File: src/rtl/mem_access_ctrl_if.sv
// mem_access_ctrl_if: MEM-stage request/response and data-memory bus signals
interface mem_access_ctrl_if;
   logic        req_valid;
   logic        req_ready;
   logic        req_we;
   logic [63:0] req_addr;
   logic [63:0] req_wdata;
   logic [2:0]  req_op;
   logic        resp_valid;
   logic [63:0] resp_rdata;
   logic        resp_err;
   logic        busy;
   logic        mem_req_valid;
   logic        mem_req_ready;
   logic        mem_we;
   logic [63:0] mem_addr;
   logic [63:0] mem_wdata;
   logic [7:0]  mem_wmask;
   logic        mem_resp_valid;
   logic [63:0] mem_resp_rdata;

   modport slave (
      input  req_valid, req_we, req_addr, req_wdata, req_op,
      input  mem_req_ready, mem_resp_valid, mem_resp_rdata,
      output req_ready, resp_valid, resp_rdata, resp_err, busy,
      output mem_req_valid, mem_we, mem_addr, mem_wdata, mem_wmask
   );

   modport master (
      output req_valid, req_we, req_addr, req_wdata, req_op,
      output mem_req_ready, mem_resp_valid, mem_resp_rdata,
      input  req_ready, resp_valid, resp_rdata, resp_err, busy,
      input  mem_req_valid, mem_we, mem_addr, mem_wdata, mem_wmask
   );
endinterface

File: src/rtl/mem_access_ctrl.sv
// mem_access_ctrl: sequences one load/store at a time onto the 64-bit data-memory bus
module mem_access_ctrl #(
   parameter int TIMEOUT_CYCLES = 1023,
   parameter int CNT_WIDTH      = 10
) (
   input logic              clk,
   input logic              rstn,
   mem_access_ctrl_if.slave bus
);
   typedef enum logic [1:0] {IDLE, ISSUE, WAIT, RESP} state_t;

   localparam logic [2:0] MEM_NO = 3'd0, MEM_B = 3'd1, MEM_H = 3'd2, MEM_W = 3'd3;
   localparam logic [2:0] MEM_D = 3'd4, MEM_UB = 3'd5, MEM_UH = 3'd6, MEM_UW = 3'd7;

   state_t               state, next_state;
   logic                 we_q, err_q;
   logic [63:0]          addr_q, wdata_q, rdata_q;
   logic [2:0]           op_q;
   logic [CNT_WIDTH-1:0] cnt;
   logic                 misal, timeout, issue;
   logic [2:0]           align_mask, off;
   logic [63:0]          lane, ext, rep;
   logic [7:0]           mask;

   // natural-alignment check on the request being offered
   always_comb begin
      align_mask = (bus.req_op == MEM_H || bus.req_op == MEM_UH) ? 3'b001 :
                   (bus.req_op == MEM_W || bus.req_op == MEM_UW) ? 3'b011 :
                   (bus.req_op == MEM_D) ? 3'b111 : 3'b000;
      misal = |(bus.req_addr[2:0] & align_mask);
   end

   // store lane replication, byte write mask and load lane extraction
   always_comb begin
      off  = addr_q[2:0];
      rep  = (op_q == MEM_B || op_q == MEM_UB) ? {8{wdata_q[7:0]}} :
             (op_q == MEM_H || op_q == MEM_UH) ? {4{wdata_q[15:0]}} :
             (op_q == MEM_W || op_q == MEM_UW) ? {2{wdata_q[31:0]}} : wdata_q;
      mask = (op_q == MEM_B || op_q == MEM_UB) ? 8'h01 << off :
             (op_q == MEM_H || op_q == MEM_UH) ? 8'h03 << off :
             (op_q == MEM_W || op_q == MEM_UW) ? 8'h0F << off : 8'hFF;
      lane = bus.mem_resp_rdata >> {off, 3'b000};
      ext  = (op_q == MEM_B)  ? {{56{lane[7]}}, lane[7:0]} :
             (op_q == MEM_UB) ? {56'd0, lane[7:0]} :
             (op_q == MEM_H)  ? {{48{lane[15]}}, lane[15:0]} :
             (op_q == MEM_UH) ? {48'd0, lane[15:0]} :
             (op_q == MEM_W)  ? {{32{lane[31]}}, lane[31:0]} :
             (op_q == MEM_UW) ? {32'd0, lane[31:0]} : lane;
   end

   // next-state decode; a response in the final WAIT cycle beats the timeout
   always_comb begin
      timeout    = cnt == CNT_WIDTH'(TIMEOUT_CYCLES - 1);
      next_state = state;
      case (state)
         IDLE:    if (bus.req_valid) next_state = (misal || bus.req_op == MEM_NO) ? RESP : ISSUE;
         ISSUE:   if (bus.mem_req_ready) next_state = WAIT;
         WAIT:    if (bus.mem_resp_valid || timeout) next_state = RESP;
         default: next_state = IDLE;
      endcase
   end

   // state register
   always_ff @(posedge clk or negedge rstn)
      if (!rstn) state <= IDLE;
      else state <= next_state;

   // captured request, WAIT-cycle counter and latched response
   always_ff @(posedge clk or negedge rstn) begin
      if (!rstn) begin
         we_q    <= 1'b0;
         addr_q  <= '0;
         wdata_q <= '0;
         op_q    <= MEM_NO;
         err_q   <= 1'b0;
         rdata_q <= '0;
         cnt     <= '0;
      end else begin
         if (state == IDLE && bus.req_valid) begin
            we_q    <= bus.req_we;
            addr_q  <= bus.req_addr;
            wdata_q <= bus.req_wdata;
            op_q    <= bus.req_op;
            err_q   <= misal;
            rdata_q <= '0;
            cnt     <= '0;
         end
         if (state == ISSUE && bus.mem_req_ready) cnt <= '0;
         if (state == WAIT) begin
            if (bus.mem_resp_valid) begin
               err_q   <= 1'b0;
               rdata_q <= we_q ? '0 : ext;
            end else if (timeout) begin
               err_q   <= 1'b1;
               rdata_q <= '0;
            end else cnt <= cnt + CNT_WIDTH'(1);
         end
      end
   end

   assign issue             = state == ISSUE;
   assign bus.req_ready     = state == IDLE;
   assign bus.busy          = state != IDLE;
   assign bus.resp_valid    = state == RESP;
   assign bus.resp_err      = bus.resp_valid & err_q;
   assign bus.resp_rdata    = bus.resp_valid ? rdata_q : '0;
   assign bus.mem_req_valid = issue;
   assign bus.mem_we        = issue & we_q;
   assign bus.mem_addr      = issue ? {addr_q[63:3], 3'b000} : '0;
   assign bus.mem_wdata     = issue ? rep : '0;
   assign bus.mem_wmask     = (issue && we_q) ? mask : '0;
endmodule

File: src/flat_wrapper.sv
// flat-port wrapper written by rule: the top's interface ports become plain ports
module mem_access_ctrl_flat 
#(
   parameter int TIMEOUT_CYCLES = 1023,
   parameter int CNT_WIDTH      = 10
)
  (clk, rstn, bus_req_valid, bus_req_we, bus_req_addr, bus_req_wdata, bus_req_op, bus_mem_req_ready, bus_mem_resp_valid, bus_mem_resp_rdata, bus_req_ready, bus_resp_valid, bus_resp_rdata, bus_resp_err, bus_busy, bus_mem_req_valid, bus_mem_we, bus_mem_addr, bus_mem_wdata, bus_mem_wmask);
  mem_access_ctrl_if bus_i ();
  input logic clk;
  input logic rstn;
  input wire logic [$bits(bus_i.req_valid)-1:0] bus_req_valid;
  input wire logic [$bits(bus_i.req_we)-1:0] bus_req_we;
  input wire logic [$bits(bus_i.req_addr)-1:0] bus_req_addr;
  input wire logic [$bits(bus_i.req_wdata)-1:0] bus_req_wdata;
  input wire logic [$bits(bus_i.req_op)-1:0] bus_req_op;
  input wire logic [$bits(bus_i.mem_req_ready)-1:0] bus_mem_req_ready;
  input wire logic [$bits(bus_i.mem_resp_valid)-1:0] bus_mem_resp_valid;
  input wire logic [$bits(bus_i.mem_resp_rdata)-1:0] bus_mem_resp_rdata;
  output wire logic [$bits(bus_i.req_ready)-1:0] bus_req_ready;
  output wire logic [$bits(bus_i.resp_valid)-1:0] bus_resp_valid;
  output wire logic [$bits(bus_i.resp_rdata)-1:0] bus_resp_rdata;
  output wire logic [$bits(bus_i.resp_err)-1:0] bus_resp_err;
  output wire logic [$bits(bus_i.busy)-1:0] bus_busy;
  output wire logic [$bits(bus_i.mem_req_valid)-1:0] bus_mem_req_valid;
  output wire logic [$bits(bus_i.mem_we)-1:0] bus_mem_we;
  output wire logic [$bits(bus_i.mem_addr)-1:0] bus_mem_addr;
  output wire logic [$bits(bus_i.mem_wdata)-1:0] bus_mem_wdata;
  output wire logic [$bits(bus_i.mem_wmask)-1:0] bus_mem_wmask;
  assign bus_i.req_valid = bus_req_valid;
  assign bus_i.req_we = bus_req_we;
  assign bus_i.req_addr = bus_req_addr;
  assign bus_i.req_wdata = bus_req_wdata;
  assign bus_i.req_op = bus_req_op;
  assign bus_i.mem_req_ready = bus_mem_req_ready;
  assign bus_i.mem_resp_valid = bus_mem_resp_valid;
  assign bus_i.mem_resp_rdata = bus_mem_resp_rdata;
  assign bus_req_ready = bus_i.req_ready;
  assign bus_resp_valid = bus_i.resp_valid;
  assign bus_resp_rdata = bus_i.resp_rdata;
  assign bus_resp_err = bus_i.resp_err;
  assign bus_busy = bus_i.busy;
  assign bus_mem_req_valid = bus_i.mem_req_valid;
  assign bus_mem_we = bus_i.mem_we;
  assign bus_mem_addr = bus_i.mem_addr;
  assign bus_mem_wdata = bus_i.mem_wdata;
  assign bus_mem_wmask = bus_i.mem_wmask;
  mem_access_ctrl #(.TIMEOUT_CYCLES(TIMEOUT_CYCLES), .CNT_WIDTH(CNT_WIDTH)) u_core (.clk(clk), .rstn(rstn), .bus(bus_i));
endmodule
File: config.mk
export PLATFORM = sky130hd
export DESIGN_NAME = mem_access_ctrl_flat
export DESIGN_NICKNAME = d
export VERILOG_FILES = /design/src/rtl/mem_access_ctrl_if.sv /design/src/rtl/mem_access_ctrl.sv /design/src/flat_wrapper.sv
export SDC_FILE = /design/constraint.sdc
export NUM_CORES = 1
export LEC_CHECK = 0
export ABC_AREA = 1
export BUFFER_PORTS_ARGS = -buffer_cell sky130_fd_sc_hd__buf_2
export CORE_MARGIN = 2
export CORE_UTILIZATION = 57
export CTS_CLUSTER_DIAMETER = 100
export CTS_CLUSTER_SIZE = 24
export DETAILED_ROUTE_END_ITERATION = 8
export PLACE_DENSITY = 0.85
export SLEW_MARGIN = 30
export SYNTH_ARGS = -nofsm -noshare
export SYNTH_HDL_FRONTEND = slang
export SYNTH_SLANG_ARGS = --single-unit
File: constraint.sdc
create_clock -name clk -period 4.5 [get_ports clk]
set_clock_uncertainty 0.1 [all_clocks]
set_input_delay 0.9 -clock clk [delete_from_list [all_inputs] [get_ports clk]]
set_output_delay 0.9 -clock clk [all_outputs]
set_load 0.02 [all_outputs]
==> flow_metrics.env, run 1 <==
export IMPL_status="complete, no violations"
export IMPL_relSlewSlack_pct=41.0
export IMPL_crit_buf_inv=2
export IMPL_die_h_um=157
export IMPL_synth_top_cells_by_count="nand2_1, dfrtp_1, inv_1, nand3_1, mux2_2"
export IMPL_floorplan_initialDensity_pct=58.4
export IMPL_drive_gt1_share_pct=26.4
export IMPL_numClockSinks=209
export IMPL_synth_area_leaders="dfrtp_1, nand2_1, mux2_2"
export IMPL_tightest_slew_ns=0.884
export IMPL_crit_type="flip-flop to output port"
export IMPL_synth_most_common_cell="nand2_1"
export IMPL_path_cells="nand2_1, clkinv_1, a2111oi_0, buf_2"
export IMPL_antenna_found_initial=20
export IMPL_max_freq_mhz=281
export IMPL_hold_buffers=0
export IMPL_finalSetupViolCount=0
export IMPL_crit_arrival_ns=2.56
export IMPL_first_pass_iters=5
export IMPL_async_reset_ff_share_pct=100
export IMPL_synth_largest_type_area_fraction_pct=39.3
export IMPL_critPathRequiredTime_ns=3.50
export IMPL_seq_area_frac_synth_pct=39.3
export IMPL_drt_iter0_drc=1412
export IMPL_drc=0
export IMPL_gp_congestion=0.970
export IMPL_worstSetupEndpointType="output port"
export IMPL_first_global_vias=13300
export IMPL_synthToLayoutAreaGrowth_pct=18.3
export IMPL_port_buffers=403
export IMPL_maxSlewViolCount=0
export IMPL_io_pins=407
export IMPL_core_area_um2=22800
export IMPL_multiInputGateArea_um2=6730
export IMPL_die_x_um=157
export IMPL_dieArea_um2=24600
export IMPL_globalRouteOverflowTotal=0
export IMPL_grt_pass1_wl_mm=67.4
export IMPL_fin_crit_sh_pct=79.0
export IMPL_cts_tree="done"
export IMPL_synth_cell_types=40
export IMPL_cts_root_buf="clkbuf_16"
export IMPL_worst_setup_path_start_kind="flip-flop"
export IMPL_dr_total_vias=13900
export IMPL_cts_htree_levels=1
export IMPL_hold_class="input port to async pin"
export IMPL_fin_nets=2407
export IMPL_num_rows=55
export IMPL_synth_edf_count=0
export IMPL_cts_setup_buffers=0
export IMPL_hold_violations=0
export IMPL_period_needed_ns=3.56
export IMPL_clk_latency_ns=0.48
export IMPL_powerDensity_nw_per_um2=735
export IMPL_maxCapViolCount=0
export IMPL_ir_drop_mv=0.587
export IMPL_routed_wl_mm=43.7
export IMPL_path_clk_slew_ns=0.10
export IMPL_avgViaCountPerCell=5.49
export IMPL_grt_total_usage_pct=34.6
export IMPL_syn_area_um2=13300
export IMPL_place_inst=2489
export IMPL_stdcell_count=2524
export IMPL_syn_avg_cell_area_um2=7.10
export IMPL_grt_max_degree=154
export IMPL_ys_ff_latch=209
export IMPL_register_area_um2=5230
export IMPL_synthFlopType="dfrtp_1"
export IMPL_post_drt_wl_per_cell_um=17.3
export IMPL_ant_nets=0
export IMPL_crit_family="buffers and inverters"
export IMPL_cts_resized=0
export IMPL_yosys_warnings=0
export IMPL_cts_path_max_buffers=3
export IMPL_power_mw=11.6
export IMPL_worst_path_max_delay_cell="a2111oi_0"
export IMPL_synth_cells=1873
export IMPL_yosysTopAreaCell="dfrtp_1"
export IMPL_grt_setup_unrepaired="no"
export IMPL_leakage_nw=9.70
export IMPL_dp_hpwl_mm=31.5
export IMPL_tns_ns=0
export IMPL_fillers=1995
export IMPL_holdWs_ns=0.353
export IMPL_path_max_fanout=18
export IMPL_max_stage_delay_ns=0.60
export IMPL_layout_setup_ws_ns=0.943
export IMPL_cts_made_buffers=13
export IMPL_post_place_ws_ns=1.43
state kept, by name, indices dropped and copies added (netlist names):
register and cells:
u_core.state 2, u_core.wdata_q 64, u_core.err_q 1, u_core.cnt 10, u_core.addr_q 64, u_core.op_q 3
u_core.rdata_q 64, u_core.we_q 1
cell type report:
class                           count  share of cell area (%)
Antenna cell                       19                   0.302
Clock buffer                       14                    2.09
Tap cell                          313                    2.49
Inverter                          203                    4.86
Clock inverter                      2                   0.231
Timing Repair Buffer              424                    14.0
Multi-Input combinational cell   1340                    42.7
Sequential cell                   209                    33.3
final timing paths:
check                                           to  slack [ns]         startpoint  cells past startpoint
worst min-delay path             u_core.rdata_q[3]        0.35               rstn                      1
min in group clk                 u_core.rdata_q[7]        0.38  u_core.rdata_q[7]                      2
worst max register to register  u_core.rdata_q[15]        1.55    u_core.state[0]                      9
worst max-delay path              bus_mem_wmask[2]        0.94     u_core.op_q[1]                      4
max in group asynchronous       u_core.rdata_q[63]        2.77               rstn                      2
worst min register to register   u_core.rdata_q[7]        0.38  u_core.rdata_q[7]                      2
cells in the final DEF, fill, tap and decap left out, drive strengths merged, types with 12 or more instances in the layout:
cell	count
a21oi	77
a31oi	14
buf	423
clkbuf	15
dfrtp	209
diode	19
ha	15
inv	201
mux2	118
nand2	787
nand3	120
nor2	59
o211ai	17
o21ai	74
o22ai	12
metal layers:
| layer | GRT usage, % | routed length [µm] | vias to the layer above |
|---|---|---|---|
| li1 | - | - | 6555 |
| met1 | 41.5 | 16300 | 6490 |
| met2 | 57.0 | 21000 | 660 |
| met3 | 8.47 | 4130 | 154 |
| met4 | 19.4 | 2300 | 4 |
| met5 | 0 | 27 | - |
power by group:
part	switching, mW	internal, mW	leakage [nW]
clock network	0.668	0.544	0.178
registers	0.592	2.72	2.58
logic	4.68	2.36	6.94
stage by stage:
stage / area, µm² / util [%]
final: 15700 / 69.1
after detailed placement: 15300 / 67.2
after floorplan: 13300 / -
after global placement: 15300 / 67.2
after CTS: 15700 / 68.8
after global routing: 15700 / 69.0
cell families after synthesis:
group                    after synthesis  share of synthesized area [%]
multiplexers                         118                           9.99
flip-flops                           209                           39.3
adder cells (fa/ha/maj)               15                           1.41
AND/OR/NAND/NOR                      979                           29.2
AO/OA/AOI/OAI                        223                           9.61
XOR/XNOR                               2                          0.132
other                                  1                         0.0282
buffers and inverters                326                           10.3
No activity file was read; power rests on OpenSTA's default activity.
==> inputs of run 2 (changes only) <==
--- a/config.mk
+++ b/config.mk
@@ -7,12 +7,13 @@
 export LEC_CHECK = 0
 export ABC_AREA = 1
 export BUFFER_PORTS_ARGS = -buffer_cell sky130_fd_sc_hd__buf_2
+export CORE_ASPECT_RATIO = 1.5
 export CORE_MARGIN = 2
-export CORE_UTILIZATION = 57
+export CORE_UTILIZATION = 48
 export CTS_CLUSTER_DIAMETER = 100
 export CTS_CLUSTER_SIZE = 24
 export DETAILED_ROUTE_END_ITERATION = 8
-export PLACE_DENSITY = 0.85
+export PLACE_DENSITY = 0.76
 export SLEW_MARGIN = 30
 export SYNTH_ARGS = -nofsm -noshare
 export SYNTH_HDL_FRONTEND = slang
==> constraint.sdc (replaced) <==
create_clock -name clk -period 3 [get_ports clk]
set_clock_uncertainty 0.1 [all_clocks]
set_input_delay 0.6 -clock clk [delete_from_list [all_inputs] [get_ports clk]]
set_output_delay 0.6 -clock clk [all_outputs]
set_load 0.02 [all_outputs]
==> run 2 against run 1 <==
Net effect:
- sequential cell count unchanged
- routed wire length increased by 16%
- count of clock-buffer cells in the layout is the same
- critical path depth increased by 4
- setup slack lost 0.88 ns
- sequential power rose by 52%
- sequential share of layout area fell by 0.59 points
- hold slack worse by 0.12 ns
- utilization decreased by 10 points
- die area grew 18%
- largest power group unchanged
- highest routed layer unchanged
==> flow_metrics.env, run 2 (same netlist as run 1, synthesis figures left out) <==
export IMPL_core_area_um2=27200
export IMPL_multiInputGateArea_um2=6760
export IMPL_register_area_um2=5240
export IMPL_avgViaCountPerCell=5.39
export IMPL_cts_root_buf="clkbuf_16"
export IMPL_fin_nets=2428
export IMPL_cts_htree_levels=1
export IMPL_cts_path_max_buffers=3
export IMPL_antenna_found_initial=16
export IMPL_dp_hpwl_mm=38.7
export IMPL_powerDensity_nw_per_um2=1130
export IMPL_gp_congestion=1.01
export IMPL_post_place_ws_ns=0.380
export IMPL_grt_setup_unrepaired="no"
export IMPL_max_stage_delay_ns=0.47
export IMPL_r2r_start="u_core.state[0]"
export IMPL_grt_max_degree=154
export IMPL_worstSetupEndpointType="output port"
export IMPL_holdWs_ns=0.234
export IMPL_fillers=2651
export IMPL_power_mw=18.0
export IMPL_hold_violations=0
export IMPL_hold_path_startpoint="bus_req_addr[21]"
export IMPL_worst_path_max_delay_cell="dfrtp_2"
export IMPL_post_drt_wl_per_cell_um=19.8
export IMPL_cp_startpoint="u_core.op_q[0]"
export IMPL_dr_total_vias=13800
export IMPL_first_global_vias=13700
export IMPL_critPathRequiredTime_ns=2.30
export IMPL_globalRouteOverflowTotal=0
export IMPL_drt_iter0_drc=1272
export IMPL_synthToLayoutAreaGrowth_pct=20.5
export IMPL_maxCapViolCount=0
export IMPL_cts_tree="done"
export IMPL_drc=0
export IMPL_first_pass_iters=6
export IMPL_layout_common_cells="nand2_1, buf_2, dfrtp_1"
export IMPL_die_x_um=140
export IMPL_path_clk_slew_ns=0.11
export IMPL_hold_class="input port to flip-flop"
export IMPL_path_cells="inv_2, nor2_2, buf_4, nor2_1, buf_6, nand2_1, a31oi_1, buf_2"
export IMPL_die_h_um=208
export IMPL_final_common_cell="nand2_1"
export IMPL_grt_pass1_wl_mm=77.5
export IMPL_grt_total_usage_pct=34.1
export IMPL_routed_wl_mm=50.8
export IMPL_ant_nets=0
export IMPL_cts_made_buffers=12
export IMPL_crit_type="flip-flop to output port"
export IMPL_num_rows=74
export IMPL_status="complete, no violations"
export IMPL_period_needed_ns=2.93
export IMPL_place_area_um2=15600
export IMPL_ir_drop_mv=0.679
export IMPL_floorplan_initialDensity_pct=48.9
export IMPL_leakage_nw=9.83
export IMPL_port_buffers=403
export IMPL_maxSlewViolCount=0
export IMPL_numClockSinks=209
export IMPL_drive_gt1_share_pct=27.4
export IMPL_crit_arrival_ns=2.23
export IMPL_worst_setup_path_start_kind="flip-flop"
export IMPL_tightest_slew_ns=0.842
export IMPL_max_freq_mhz=341
export IMPL_tns_ns=0
export IMPL_io_pins=407
export IMPL_finalSetupViolCount=0
export IMPL_dieArea_um2=29100
export IMPL_reg_top3="u_core.addr_q (64), u_core.rdata_q (64), u_core.wdata_q (64)"
export IMPL_fin_crit_sh_pct=97.7
export IMPL_clk_latency_ns=0.49
export IMPL_relSlewSlack_pct=43.8
export IMPL_design_area_um2=16000
export IMPL_path_max_fanout=16
export IMPL_layout_setup_ws_ns=0.0678
[run 2: cell type report]
cell class / instances / area share, %
repair buffers: 446 / 15.2
inverters: 203 / 4.79
clock inverters: 2 / 0.219
multi-input cells: 1340 / 42.2
diodes: 11 / 0.172
well taps: 342 / 2.67
clock buffers: 14 / 2.05
flip-flops and latches: 209 / 32.7
[run 2: worst max-delay path, delay by kind of cell (launching register included)]
kind / cells / cell delay, ns
buffers and inverters: 4 / 0.72
AOI/OAI and AO/OA: 1 / 0.21
DFF: 1 / 0.47
and+or+nand+nor: 3 / 0.33
[run 2: path summary, 6_finish.rpt]
kind	end	slack, ns	cells past startpoint
max	bus_mem_wdata[19]	0.07	8
min	u_core.addr_q[21]	0.23	2
max reg2reg	u_core.rdata_q[11]	0.47	9
min reg2reg	u_core.rdata_q[28]	0.39	2
max in group asynchronous	u_core.addr_q[11]	1.45	3
min in group asynchronous	u_core.rdata_q[60]	0.54	2
[run 2: per-stage QoR]
stage,utilization [%],std cells
floorplan,-,1875
global placement,57.2,2539
detailed placement,57.2,2539
CTS,58.6,2556
global route,58.8,2563
finish,58.9,2567
[run 2: report_power, final]
group	leakage [nW]	total [mW]	internal, mW	switching (mW)
Sequential	2.58	5.03	4.09	0.939
Clock	0.179	1.86	0.875	0.988
Combinational	7.07	11.1	3.75	7.39
[run 2: what timing repair did]
item | in CTS | in global routing
hold endpoints to repair | 9 | 0
setup endpoints to repair | 6 | 12
setup buffers | 0 | 0
gates resized for setup | 2 | 11
hold buffers | 1 | 0
[run 2: routing by layer]
layer,global-route usage [%],routed length (µm),vias to the layer above,part of all wire (%)
li1,-,-,6585,-
met5,0,87,-,0.17
met4,17.8,2960,14,5.8
met3,6.90,4280,135,8.4
met1,39.9,18400,6454,36
met2,58.8,25000,660,49
==> inputs of run 3 (changes only) <==
--- a/config.mk
+++ b/config.mk
@@ -8,7 +8,6 @@
 export ABC_AREA = 1
 export BUFFER_PORTS_ARGS = -buffer_cell sky130_fd_sc_hd__buf_2
 export CORE_ASPECT_RATIO = 1.5
-export CORE_MARGIN = 2
 export CORE_UTILIZATION = 48
 export CTS_CLUSTER_DIAMETER = 100
 export CTS_CLUSTER_SIZE = 24
==> run 3 against run 2 <==
Net effect:
- count of clock-buffer cells in the layout rose by 2
- power fell by 0.67%
- via count rose by 0.54%
- combinational power barely moved
- clock power barely moved
- hold slack got worse by 0.0047 ns
- setup slack improved by 0.0066 ns
- first-iteration DRC count fell by 11%
- critical path type unchanged
==> flow_metrics.env, run 3 (same netlist as run 1, synthesis figures left out) <==
export IMPL_status="complete, no violations"
export IMPL_hold_violations=0
export IMPL_worst_r2r_cell_count=10
export IMPL_cts_root_buf="clkbuf_16"
export IMPL_max_freq_mhz=342
export IMPL_fin_nets=2426
export IMPL_r2r_end="u_core.rdata_q[57]"
export IMPL_floorplan_initialDensity_pct=48.9
export IMPL_powerDensity_nw_per_um2=1120
export IMPL_power_mw=17.9
export IMPL_intPower_mw=8.73
export IMPL_setup_worst_path_end="bus_mem_wdata[57]"
export IMPL_path_max_fanout=16
export IMPL_path_cells="nand2_1, clkinv_1, buf_4, a221oi_1, o22ai_1, buf_2"
export IMPL_routed_wl_mm=49.6
export IMPL_ir_drop_mv=0.813
export IMPL_crit_arrival_ns=2.23
export IMPL_gp_congestion=1.01
export IMPL_layout_setup_ws_ns=0.0744
export IMPL_cts_path_max_buffers=3
export IMPL_worst_path_max_delay_cell="dfrtp_2"
export IMPL_die_h_um=206
export IMPL_rrSetupSlack_ns=0.50
export IMPL_first_global_vias=13500
export IMPL_switching_share_pct=51.3
export IMPL_tightest_slew_ns=0.582
export IMPL_cts_htree_levels=1
export IMPL_cts_made_buffers=12
export IMPL_grt_total_usage_pct=35.1
export IMPL_grt_max_degree=71
export IMPL_num_rows=74
export IMPL_leakage_nw=9.83
export IMPL_ant_nets=0
export IMPL_power_net_switching_mw=9.19
export IMPL_maxSlewViolCount=0
export IMPL_cts_tree="done"
export IMPL_r2r_start="u_core.addr_q[0]"
export IMPL_post_drt_wl_per_cell_um=19.3
export IMPL_layout_common_cells="nand2_1, buf_2, dfrtp_1"
export IMPL_post_place_ws_ns=0.437
export IMPL_p_seq_share_pct=28.1
export IMPL_critPathRequiredTime_ns=2.30
export IMPL_io_pins=407
export IMPL_dr_total_vias=13900
export IMPL_avgViaCountPerCell=5.42
export IMPL_max_stage_delay_ns=0.49
export IMPL_port_buffers=403
export IMPL_hold_class="input port to flip-flop"
export IMPL_dp_hpwl_mm=37.6
export IMPL_numClockSinks=209
export IMPL_synthToLayoutAreaGrowth_pct=20.6
export IMPL_drc=0
export IMPL_die_x_um=138
export IMPL_crit_family="buffers and inverters"
export IMPL_worst_path_stages=6
export IMPL_clkPwrFrac_pct=10.5
export IMPL_worst_setup_path_start_kind="flip-flop"
export IMPL_first_pass_iters=8
export IMPL_holdWs_ns=0.230
export IMPL_cp_startpoint="u_core.op_q[1]"
export IMPL_finalSetupViolCount=0
export IMPL_final_common_cell="nand2_1"
export IMPL_crit_buf_inv=3
export IMPL_clk_latency_ns=0.49
export IMPL_fin_crit_sh_pct=97.5
export IMPL_period_needed_ns=2.93
export IMPL_drt_iter0_drc=1133
export IMPL_core_area_um2=27200
export IMPL_relSlewSlack_pct=61.2
export IMPL_path_clk_slew_ns=0.10
export IMPL_dieArea_um2=28400
export IMPL_globalRouteOverflowTotal=0
export IMPL_maxCapViolCount=0
export IMPL_antenna_found_initial=21
export IMPL_crit_type="flip-flop to output port"
export IMPL_pwr_share_comb_pct=61.4
export IMPL_tns_ns=0
export IMPL_grt_pass1_wl_mm=74.7
export IMPL_cts_setup_buffers=0
export IMPL_drive_gt1_share_pct=27.3
export IMPL_worstSetupEndpointType="output port"
export IMPL_reg_top3="u_core.addr_q (64), u_core.rdata_q (64), u_core.wdata_q (64)"
[run 3: layout make-up]
cell class	instances	area, µm²
fillers	2631	11200
clock inverters	1	30.0
diodes	16	40.0
repair buffers	444	2430
well taps	342	428
clock buffers	16	347
inverters	203	768
multi-input cells	1340	6750
flip-flops and latches	209	5240
[run 3: power by group through the flow]
stage | logic, mW | clock network [mW] | registers, mW
after CTS | 10.8 | 1.90 | 4.98
after global placement | 10.7 | 0 | 4.98
after floorplan | 7.73 | 0 | 4.66
after global routing | 12.1 | 1.99 | 5.16
final | 11.0 | 1.88 | 5.03
after detailed placement | 10.7 | 0 | 5.03
[run 3: layer usage]
metal	track usage, %	routed length [µm]	vias to the layer above
met2	59.2	24100	707
met4	21.9	3220	8
met5	0	49	-
met1	40.4	18000	6471
li1	-	-	6592
met3	6.87	4240	145
[run 3: how the worst min path moves through the flow]
stage,to,cells past startpoint,from
after detailed placement,u_core.rdata_q[59],2,u_core.rdata_q[59]
after CTS,u_core.addr_q[21],2,bus_req_addr[21]
after global placement,u_core.rdata_q[46],2,u_core.rdata_q[46]
after global routing,u_core.addr_q[14],2,bus_req_addr[14]
after floorplan,u_core.addr_q[0],0,rstn
final,u_core.wdata_q[52],2,bus_req_wdata[52]
[run 3: metrics by stage]
step                util [%]  area (µm²)  cells
floorplan                  -       13300   1875
global placement        57.1       15500   2537
detailed placement      57.1       15500   2537
CTS                     58.6       15900   2555
global route            58.9       16000   2567
finish                  58.9       16000   2571
[run 3: what timing repair did]
item | CTS | global route
gates resized for setup | 2 | 14
gates cloned | 0 | 0
hold buffers | 1 | 0
endpoints found under the setup margin | 5 | 31
hold endpoints to repair | 16 | 0
[run 3: worst reg2reg max path, delay by kind of cell, from the launching register on]
kind	cells	cell delay, ns
and+or+nand+nor	7	0.69
buffers and inverters	2	0.72
AOI/OAI and AO/OA	1	0.49
DFF	1	0.45
